**src/rtl/bmf_adder_pkg.sv**
```systemverilog
// Shared constants and helpers for the BMF-partitioned pipelined approximate adder.
package bmf_adder_pkg;

  localparam int unsigned SLICE_W_DEF = 4;

  // Number of pipeline slices for a given operand width and slice width.
  function automatic int unsigned nslice(input int unsigned width, input int unsigned slice_w);
    return width / slice_w;
  endfunction

  // BMF approximation on the two low sum bits: the LSB is aliased to bit 1.
  function automatic logic [1:0] approx_slice(input logic [1:0] s_lo);
    return {s_lo[1], s_lo[1]};
  endfunction

endpackage

```
**src/rtl/bmf_slice_add.sv**
```systemverilog
// One combinational SLICE_W-bit adder slice with optional BMF approximation of the sum LSB.
module bmf_slice_add
  import bmf_adder_pkg::*;
#(
  parameter int unsigned SLICE_W = SLICE_W_DEF
) (
  input  logic [SLICE_W-1:0] i_a,
  input  logic [SLICE_W-1:0] i_b,
  input  logic               i_cin,
  input  logic               i_approx,
  output logic [SLICE_W-1:0] o_s,
  output logic               o_cout,
  output logic               o_err
);

  localparam int unsigned SUM_W = SLICE_W + 1;

  logic [SLICE_W:0] w_exact;

  assign w_exact = {1'b0, i_a} + {1'b0, i_b} + SUM_W'(i_cin);

  // Exact slice sum, with the low bit aliased when this slice runs approximate.
  always_comb begin
    o_s = w_exact[SLICE_W-1:0];
    if (i_approx) begin
      o_s[1:0] = approx_slice(w_exact[1:0]);
    end
  end

  // Carry stays exact so the approximation never propagates upward.
  assign o_cout = w_exact[SLICE_W];
  assign o_err  = i_approx & (w_exact[0] ^ w_exact[1]);

endmodule

```
**src/rtl/bmf_approx_adder_pipe.sv**
```systemverilog
// Pipelined approximate adder: one slice per stage, carry ripples stage to stage, global stall.
module bmf_approx_adder_pipe
  import bmf_adder_pkg::*;
#(
  parameter int unsigned WIDTH   = 32,
  parameter int unsigned SLICE_W = SLICE_W_DEF,
  parameter int unsigned CNT_W   = 16,
  localparam int unsigned NSLICE = nslice(WIDTH, SLICE_W)
) (
  input  logic              clk,
  input  logic              rst_n,
  input  logic              in_valid,
  output logic              in_ready,
  input  logic [WIDTH-1:0]  in_a,
  input  logic [WIDTH-1:0]  in_b,
  input  logic              in_cin,
  input  logic [NSLICE-1:0] in_mask,
  output logic              out_valid,
  input  logic              out_ready,
  output logic [WIDTH-1:0]  out_sum,
  output logic              out_cout,
  output logic              out_err,
  output logic [CNT_W-1:0]  err_count,
  input  logic              err_clr
);

  localparam logic [CNT_W-1:0] CNT_MAX = '1;

  // Stage k register set; stage 0 holds the captured operands, stage NSLICE feeds the outputs.
  // r_a holds finished sum slices in its top bits and not-yet-added A slices in its low bits;
  // each stage consumes the low slice and rotates its sum in at the top.
  logic [WIDTH-1:0]  r_a [NSLICE+1];
  logic [WIDTH-1:0]  r_b [NSLICE+1];
  logic [NSLICE-1:0] r_m [NSLICE+1];
  logic              r_c [NSLICE+1];
  logic              r_e [NSLICE+1];
  logic              r_v [NSLICE+1];
  logic [CNT_W-1:0]  r_cnt;

  logic [SLICE_W-1:0] w_s  [NSLICE];
  logic               w_co [NSLICE];
  logic               w_e  [NSLICE];
  logic               w_adv;
  logic               w_out_xfer;

  assign w_adv      = ~r_v[NSLICE] | out_ready;
  assign w_out_xfer = r_v[NSLICE] & out_ready;

  // One slice adder per pipeline stage, always working on the stage's low slice.
  for (genvar k = 0; k < NSLICE; k++) begin : g_slice
    bmf_slice_add #(
      .SLICE_W (SLICE_W)
    ) u_slice (
      .i_a      (r_a[k][SLICE_W-1:0]),
      .i_b      (r_b[k][SLICE_W-1:0]),
      .i_cin    (r_c[k]),
      .i_approx (r_m[k][0]),
      .o_s      (w_s[k]),
      .o_cout   (w_co[k]),
      .o_err    (w_e[k])
    );
  end

  // Pipeline registers: capture on acceptance, shift every stage together when advancing.
  always_ff @(posedge clk or negedge rst_n) begin
    if (!rst_n) begin
      for (int k = 0; k <= NSLICE; k++) begin
        r_a[k] <= '0;
        r_b[k] <= '0;
        r_m[k] <= '0;
        r_c[k] <= 1'b0;
        r_e[k] <= 1'b0;
        r_v[k] <= 1'b0;
      end
    end else if (w_adv) begin
      r_v[0] <= in_valid;
      r_a[0] <= in_a;
      r_b[0] <= in_b;
      r_m[0] <= in_mask;
      r_c[0] <= in_cin;
      r_e[0] <= 1'b0;
      for (int k = 0; k < NSLICE; k++) begin
        r_v[k+1] <= r_v[k];
        r_a[k+1] <= (r_a[k] >> SLICE_W) | (WIDTH'(w_s[k]) << (WIDTH - SLICE_W));
        r_b[k+1] <= r_b[k] >> SLICE_W;
        r_m[k+1] <= r_m[k] >> 1;
        r_c[k+1] <= w_co[k];
        r_e[k+1] <= r_e[k] | w_e[k];
      end
    end
  end

  // Saturating count of delivered erroneous results; clear wins over increment.
  always_ff @(posedge clk or negedge rst_n) begin
    if (!rst_n) begin
      r_cnt <= '0;
    end else if (err_clr) begin
      r_cnt <= '0;
    end else if (w_out_xfer && r_e[NSLICE] && (r_cnt != CNT_MAX)) begin
      r_cnt <= r_cnt + CNT_W'(1);
    end
  end

  assign in_ready  = w_adv;
  assign out_valid = r_v[NSLICE];
  assign out_sum   = r_a[NSLICE];
  assign out_cout  = r_c[NSLICE];
  assign out_err   = r_e[NSLICE];
  assign err_count = r_cnt;

endmodule

```
**config.mk**
```make
export PLATFORM = sky130hd
export DESIGN_NAME = bmf_approx_adder_pipe
export DESIGN_NICKNAME = d
export VERILOG_FILES = /design/src/rtl/bmf_adder_pkg.sv /design/src/rtl/bmf_slice_add.sv /design/src/rtl/bmf_approx_adder_pipe.sv
export SDC_FILE = /design/constraint.sdc
export NUM_CORES = 1
export LEC_CHECK = 0
export CAP_MARGIN = 20
export CORE_ASPECT_RATIO = 1.1
export CORE_UTILIZATION = 50
export DETAILED_ROUTE_END_ITERATION = 10
export DONT_BUFFER_PORTS = 1
export PLACE_DENSITY = 0.71
export SETUP_SLACK_MARGIN = 0.2
export SLEW_MARGIN = 20
export SYNTH_ARGS = -nofsm -noshare
export SYNTH_HDL_FRONTEND = slang
export SYNTH_HIERARCHICAL = 1
export SYNTH_SLANG_ARGS = --single-unit
```
**constraint.sdc**
```tcl
create_clock -name clk -period 2.5 [get_ports clk]
set_clock_uncertainty 0.05 [all_clocks]
set_input_delay 0.25 -clock clk [delete_from_list [all_inputs] [get_ports clk]]
set_output_delay 0.25 -clock clk [all_outputs]
set_load 0.03 [all_outputs]
```
==> results.toml, run 1 <==
[run_status]
status = "finished with violations"
violations = "negative hold slack, max-slew violations"

[grt]
grt_use_met3_pct = 3.081
overflow = 0
grt_pass1_wl_um = 70880
gr-usage-met2_pct = 31.73
antenna_found_initial = 0
grt_util_all_layers_pct = 20.10
top_usage_layer = "met2"
grt_pass1_vias = 14500
grt_max_degree = 511
use_met1_pct = 28.18

[layout]
ff_latch_area_mm2 = 0.01276
multi_input_area_mm2 = 0.007368
drive_gt1_share_pct = 5.433
layoutNonFillerInstCount = 2972
fin_nets = 2490
nFillCells = 3556
syn_to_final_growth_pct = 14.22

[synth]
synth-edff-count = 0
ys_seq_area_share_pct = 61.02
synth_area_mm2 = 0.02092
syn-mean-instance-area_um2 = 8.825
synthTopCellsByArea = "dfrtp_1, nand2_1, clkbuf_1"
synthesis.nets = 2489
synth_most_common_cell = "nand2_1"
synth_top_flop_cell = "dfrtp_1"
yosys.area.top_type = "dfrtp_1"
async_reset_ff_share_pct = 100.0
synthDominantCellAreaShare_pct = 61.02
ys_warn_count = 6
ys_seq_elements = 510
syn_inst = 2370
netlist_top_cells_count = "nand2_1, dfrtp_1, clkbuf_1"
ys_types = 37

[timing]
setup_viol = 0
max_freq_mhz = 454.4
slew_headroom_pct = -5.356
slew_viol_final = 87
rsz0062_at_grt = "no"
tightest_slew_ns = 1.580
whs_ns = -0.6684
fin_crit_ns = 2.201
fin_tns_setup_ns = 0
fin_crit_sh_pct = 88.04
finalHoldViolCount = 510

[critical_path]
worst_ep_required_time_ns = 2.20
cp_num_buf_inv = 2
cpMaxStageDelayCell = "dfrtp_2"
critPathTopFamily = "flip-flops"
worstSetupStartpointType = "flip-flop"
cp_cell_sequence = "nor2b_4 -> inv_16 -> buf_16"
arrival_ns = 1.90
worstSetupEndpointType = "output port"
cp_max_fo = 93
critPathMaxStageDelay_ns = 0.47
path_class = "flip-flop to output port"

[clock_tree]
cts_buffer_depth = 3
htreeDepth = 2
tritoncts = "done"
cts-buffers-inserted = 53
root_buffer = "clkbuf_16"
cts_sinks = 510
hold_buffers = 75
clk_latency_ns = 0.59
clk_pin_slew_worst_paths_ns = 0.06

[min_path]
min_path_type = "input port to async pin"

[power]
vdd_drop_max_mv = 0.7512
p_total_mw = 31.24
leakage_nw = 12.78
power_density_mw_per_mm2 = 1308

[floorplan]
die_w_um = 197.0
die_area_mm2 = 0.04265
num_rows = 78
die_y_um = 216.5
coreArea_mm2 = 0.04128
ios = 130
initial_core_util_pct = 50.66

[routing]
ant_nets = 0
dr.pass1.iters = 5
wl_um = 40860
via_count = 14590
remaining_drc_errors = 0
drt_iter0_drc = 931
vias_per_cell = 4.910
avgRoutedWirePerCell_um = 13.75

[place]
placed_cells = 2799
gp_congestion = 0.8250
dp_hpwl_um = 24210
port_buffers = 0

[job]
cap_violations = 0
[path summary, 6_finish.rpt]
path | endpoint | start | cells after the start | slack (ns)
worst max-delay path | in_ready | out_valid | 3 | 0.30
worst min-delay path | out_sum[0] | rst_n | 0 | -0.67
worst max register to register | r_a[137] | out_valid | 6 | 0.38
worst min register to register | r_a[101] | r_a[137] | 2 | 0.41
max in group asynchronous | r_a[256] | rst_n | 0 | 1.82
min in group clk | out_valid | out_ready | 3 | 0.07
[worst register-to-register path, stage by stage, from the launching register on]
cell and delay [ns]:
dfrtp_2 0.47, nor2b_4 0.32, buf_4 0.20, buf_12 0.27
buf_12 0.47, nand2_1 0.19, nand2_1 0.07
[cell usage in the layout, fill, tap and decap left out, drive strengths merged, types with 15 or more instances in the layout]
cell type and count:
dfrtp 510, inv 35, clkbuf 78, a21oi 16, buf 15, xnor2 24
o21ai 17, nor2b 16, ha 25, nand2 1480, dlygate4sd3 75, fa 16
[where the power goes]
group / internal (mW) / total (mW) / switching [mW]
Sequential: 11.8 / 14.4 / 2.61
Clock: 5.14 / 8.32 / 3.18
Combinational: 3.47 / 8.52 / 5.05
Total: 20.4 / 31.2 / 10.8
[kinds of logic after synthesis]
| family | share of synthesized area, % |
|---|---|
| AND/OR/NAND/NOR | 28.79 |
| flip-flops | 61.02 |
| adder cells (fa/ha/maj) | 3.027 |
| XOR/XNOR | 1.005 |
| buffers and inverters | 3.787 |
| multiplexers | 0.8016 |
| AO/OA/AOI/OAI | 1.567 |
[what timing repair did]
action,4_1_cts,5_1_grt
setup buffers,1,0
gates resized for setup,5,0
setup endpoints to repair,1,0
hold endpoints to repair,600,510
[stage by stage]
stage                     util (%)  hold WS [ns]  setup WS, ns  instance area, µm²
after floorplan                  -      -0.09559        0.5544               20920
after global placement       51.35      -0.08438        0.3941               21200
after detailed placement     51.35      -0.08440        0.4290               21200
after CTS                    57.86       -0.7015        0.2883               23890
after global routing         57.86       -0.6978        0.2296               23890
final                        57.87       -0.6684        0.2991               23890
[state kept, by name, indices dropped and copies added, names as in the netlist]
register   count
r_v            8
r_m           36
out_err        1
r_a          256
r_b          144
out_valid      1
out_sum       32
r_e            7
out_cout       1
r_c            8
err_count     16
[per-layer routing]
layer	up-vias	part of all wire, %
met1	7039	47
met5	-	0
li1	7221	-
met4	0	2.7
met2	258	47
met3	74	4.0
[area by class of cell]
class	count	share of cell area [%]
well taps	560	2.933
flip-flops and latches	510	53.43
repair buffers	91	4.305
clock buffers	78	6.704
inverters	34	0.6023
clock inverters	17	1.173
multi-input cells	1681	30.84
diodes	1	0.01048
Power figures use the tool's default switching activity.
==> run 2: changes to the inputs <==
--- a/config.mk
+++ b/config.mk
@@ -7,6 +7,7 @@
 export LEC_CHECK = 0
 export CAP_MARGIN = 20
 export CORE_ASPECT_RATIO = 1.1
+export CORE_MARGIN = 2
 export CORE_UTILIZATION = 50
 export DETAILED_ROUTE_END_ITERATION = 10
 export DONT_BUFFER_PORTS = 1
==> run 2 against run 1 <==
Against the previous run:
- the flow still finishes with violations (negative hold slack, max-slew violations)
- global-route usage decreased by 0.93 points
- clock power is 8.4% lower
- core utilization down 0.49 points
- cell count rose by 0.10%
- setup slack improved by 0.0061 ns
- critical endpoint unchanged
==> results.toml, run 2 (same netlist as run 1, synthesis figures left out) <==
[power]
leakage_nw = 12.69
power_density_mw_per_mm2 = 1285
vdd_drop_max_mv = 0.7344

[place]
place_area_mm2 = 0.02124
placed_cells = 2811
gp_congestion = 0.7959
dp_hpwl_um = 24910
port_buffers = 0

[critical_path]
critPathTopFamily = "flip-flops"
cpMaxStageDelayCell = "dfrtp_1"
rrSetupSlack_ns = 0.39
worstSetupEndpointType = "output port"
cp_cell_sequence = "nor2b_4 -> inv_12 -> buf_12"
reg2reg_depth = 7
arrival_ns = 1.89
worstSetupStartpointType = "flip-flop"
worst_ep_required_time_ns = 2.20
path_class = "flip-flop to output port"
critPathMaxStageDelay_ns = 0.53
cp_num_buf_inv = 2
r2r-start = "r_a[32]"
r2r-end = "out_err"
cp_max_fo = 84

[job]
cap_violations = 0

[layout]
mostFrequentLayoutCells = "nand2_1, dfrtp_1, dlygate4sd3_1, clkbuf_16, inv_1"
postLayoutCoreUtil_pct = 57.38
layoutNonFillerInstCount = 2975
stdcell_area_mm2 = 0.02369
top_register = "r_a"
syn_to_final_growth_pct = 13.25
drive_gt1_share_pct = 5.507
fin_nets = 2499
largest_reg_flops = 256
num_antenna_cells = 0
reg_top3 = "r_a x256, r_b x144, r_m x36"
final_common_cell = "nand2_1"

[routing]
via_count = 14480
remaining_drc_errors = 0
wl_um = 40170
dr.pass1.iters = 5
ant_nets = 0
vias_per_cell = 4.866
drt_iter0_drc = 900
avgRoutedWirePerCell_um = 13.50

[clock_tree]
htreeDepth = 2
cts_setup_buffers = 0
tritoncts = "done"
clk_latency_ns = 0.58
hold_buffers = 76
clk_pin_slew_worst_paths_ns = 0.06
cts_sinks = 510
root_buffer = "clkbuf_16"
cts_buffer_depth = 3
cts-buffers-inserted = 51

[run_status]
status = "finished with violations"
violations = "negative hold slack, max-slew violations"

[floorplan]
die_y_um = 218.5
die_w_um = 199.0
initial_core_util_pct = 50.66
ios = 130
die_area_mm2 = 0.04348
coreArea_mm2 = 0.04128
num_rows = 78

[grt]
grt_pass1_vias = 14270
overflow = 0
antenna_found_initial = 0
grt_max_degree = 511
grt_pass1_wl_um = 68870
grt_util_all_layers_pct = 19.17

[timing]
fin_crit_sh_pct = 87.79
rsz0062_at_grt = "no"
tightest_slew_ns = 2.195
fin_crit_ns = 2.195
max_freq_mhz = 455.6
finalHoldViolCount = 510
fin_tns_setup_ns = 0
setup_viol = 0
whs_ns = -0.6691
slew_viol_final = 281
slew_headroom_pct = -46.32

[min_path]
min_path_type = "input port to async pin"
[run 2: how the worst max path moves through the flow]
stage | start | end | slack, ns | cells past startpoint
CTS | out_valid | in_ready | 0.29 | 3
detailed placement | r_a[32] | out_err | 0.39 | 7
global placement | r_a[32] | out_err | 0.47 | 7
global route | out_valid | in_ready | 0.23 | 3
floorplan | r_a[64] | r_e[1] | 0.55 | 7
finish | out_valid | in_ready | 0.31 | 3
[run 2: cell type report]
type                       count  area, µm²
clock buffer                  73       1499
clock inverter                15      185.2
fill                        3672      17600
inverter                      34      140.1
multi-input combinational   1681       7368
sequential                   510      12760
tap                          560      700.7
timing repair buffer         102       1031
[run 2: report_power, final]
| part | total (mW) | internal [mW] | switching [mW] |
|---|---|---|---|
| Sequential | 14.4 | 11.8 | 2.60 |
| Combinational | 8.44 | 3.46 | 4.98 |
| Clock | 7.62 | 4.55 | 3.07 |
[run 2: through the flow]
step | worst slack (ns) | power (mW)
CTS | 0.2864 | 30.80
floorplan | 0.5544 | 20.83
global placement | 0.4719 | 22.47
finish | 0.3052 | 30.43
global route | 0.2328 | 32.81
detailed placement | 0.3938 | 22.92
[run 2: per-layer routing]
layer	up-vias	track usage (%)	wire length, µm
li1	7227	-	-
met1	6965	26.42	18570
met2	215	31.29	19150
met3	70	3.056	1566
met4	0	6.070	874
met5	-	0	0
[run 2: what timing repair did]
action                                 in CTS  in global routing
resized for setup                           1                  0
setup endpoints to repair                   1                  0
endpoints found under the hold margin     604                510
==> run 3: changes to the inputs <==
--- a/config.mk
+++ b/config.mk
@@ -8,10 +8,10 @@
 export CAP_MARGIN = 20
 export CORE_ASPECT_RATIO = 1.1
 export CORE_MARGIN = 2
-export CORE_UTILIZATION = 50
+export CORE_UTILIZATION = 35
 export DETAILED_ROUTE_END_ITERATION = 10
 export DONT_BUFFER_PORTS = 1
-export PLACE_DENSITY = 0.71
+export PLACE_DENSITY = 0.55
 export SETUP_SLACK_MARGIN = 0.2
 export SLEW_MARGIN = 20
 export SYNTH_ARGS = -nofsm -noshare
==> run 3 against run 2 <==
Against the previous run:
- the flow still finishes with violations (negative hold slack, max-slew violations)
- clock-buffer cell count rose by 12
- maximum frequency increased by 4.6%
- die area rose by 42%
- worst hold slack lost 0.023 ns
- critical path depth unchanged
- core utilization decreased by 16 points
- cell area rose by 1.9%
- critical endpoint unchanged
==> results.toml, run 3 (same netlist as run 1, synthesis figures left out) <==
[clock_tree]
htreeDepth = 2
cts_buffer_depth = 3
cts-buffers-inserted = 55
clk_latency_ns = 0.60
cts_resized = 0
cts_setup_buffers = 0
hold_buffers = 75
cts_sinks = 510
clk_pin_slew_worst_paths_ns = 0.06
tritoncts = "done"
root_buffer = "clkbuf_16"

[layout]
nFillCells = 5915
num_antenna_cells = 0
fin_nets = 2496
final_common_cell = "nand2_1"
postLayoutCoreUtil_pct = 40.99
largest_reg_flops = 256
syn_to_final_growth_pct = 15.39
mostFrequentLayoutCells = "nand2_1, dfrtp_1, dlygate4sd3_1, clkbuf_16, inv_1"
reg_top3 = "r_a x256, r_b x144, r_m x36"
stdcell_area_mm2 = 0.02413
top_register = "r_a"
drive_gt1_share_pct = 5.503

[grt]
antenna_found_initial = 0
grt_util_all_layers_pct = 14.32
grt_max_degree = 511
grt_pass1_wl_um = 73910
grt_pass1_vias = 14710
overflow = 0

[timing]
fin_crit_sh_pct = 83.97
finalHoldViolCount = 510
slew_headroom_pct = -11.23
max_freq_mhz = 476.4
tightest_slew_ns = 1.668
rsz0062_at_grt = "no"
fin_crit_ns = 2.099
setup_viol = 0
slew_viol_final = 165
whs_ns = -0.6917
fin_tns_setup_ns = 0

[critical_path]
worst_ep_required_time_ns = 2.20
endpoint = "in_ready"
cp-startpoint = "out_valid"
r2r-start = "r_a[32]"
cp_cell_sequence = "nor2b_4 -> inv_8 -> buf_12"
r2r-end = "out_err"
path_class = "flip-flop to output port"
rrSetupSlack_ns = 0.43
worstSetupEndpointType = "output port"
arrival_ns = 1.80
critPathMaxStageDelay_ns = 0.39
reg2reg_depth = 7
cpMaxStageDelayCell = "dfrtp_1"
cp_max_fo = 55
worstSetupStartpointType = "flip-flop"

[routing]
dr.pass1.iters = 6
ant_nets = 0
vias_per_cell = 4.523
remaining_drc_errors = 0
wl_um = 42600
via_count = 14370
avgRoutedWirePerCell_um = 13.41
drt_iter0_drc = 859

[power]
power_density_mw_per_mm2 = 1292
leakage_nw = 12.78
p_total_mw = 31.18
vdd_drop_max_mv = 0.5892

[place]
gp_congestion = 0.7803
place_area_mm2 = 0.02149
dp_hpwl_um = 26600
port_buffers = 0

[min_path]
min_path_type = "input port to async pin"

[floorplan]
die_y_um = 260.4
die_w_um = 237.1
die_area_mm2 = 0.06173
num_rows = 93
coreArea_mm2 = 0.05888
ios = 130
initial_core_util_pct = 35.52

[run_status]
violations = "negative hold slack, max-slew violations"
status = "finished with violations"

[job]
cap_violations = 0
run 3: cell types whose count changed in the layout (fill, tap and decap cells not counted), moves of 2 or more:
cell and change:
clkinv_2 -2, clkbuf_16 +6, buf_12 +4, buf_4 -10, clkbuf_1 +3, clkbuf_8 +3
run 3: worst min path at each step:
stage	start	to
detailed placement	rst_n	out_sum[0]
finish	rst_n	out_sum[1]
CTS	rst_n	out_sum[0]
global route	rst_n	out_sum[0]
global placement	rst_n	out_sum[1]
floorplan	rst_n	err_count[0]
run 3: final cells by class:
| type | count | area [µm²] | share of cell area, % |
|---|---|---|---|
| Clock buffer | 85 | 1702 | 7.051 |
| Clock inverter | 12 | 188.9 | 0.7829 |
| Inverter | 34 | 135.1 | 0.5599 |
| Multi-Input combinational cell | 1681 | 7368 | 30.53 |
| Sequential cell | 510 | 12760 | 52.88 |
| Tap cell | 760 | 950.9 | 3.940 |
| Timing Repair Buffer | 95 | 1026 | 4.251 |
run 3: layer usage:
layer | GRT usage, % | share of wire, % | up-vias
li1 | - | - | 7246
met1 | 19.49 | 47 | 6837
met2 | 22.91 | 47 | 213
met3 | 3.099 | 4.2 | 74
met4 | 4.577 | 2.5 | 0
met5 | 0 | 0 | -
run 3: metrics by stage:
step | cells | setup slack, ns | hold slack, ns
4_1_cts | 3177 | 0.3193 | -0.7169
6_report | 3177 | 0.4008 | -0.6917
3_5_place_dp | 3005 | 0.4223 | -0.06033
5_1_grt | 3177 | 0.2436 | -0.7350
2_1_floorplan | 2370 | 0.5544 | -0.09559
3_3_place_gp | 3005 | 0.4762 | -0.06142
run 3: worst max-delay path: cells and delay by family (launching register included):
kind,cells,cell delay (ns)
flops,1,0.39
buf+inv,2,0.59
simple gates,1,0.17
run 3: power by group:
part	leakage [nW]	switching (mW)	internal (mW)	total, mW
clock network	0.936	3.20	5.15	8.36
logic	5.53	4.95	3.48	8.43
registers	6.31	2.61	11.8	14.4
total	12.8	10.8	20.4	31.2
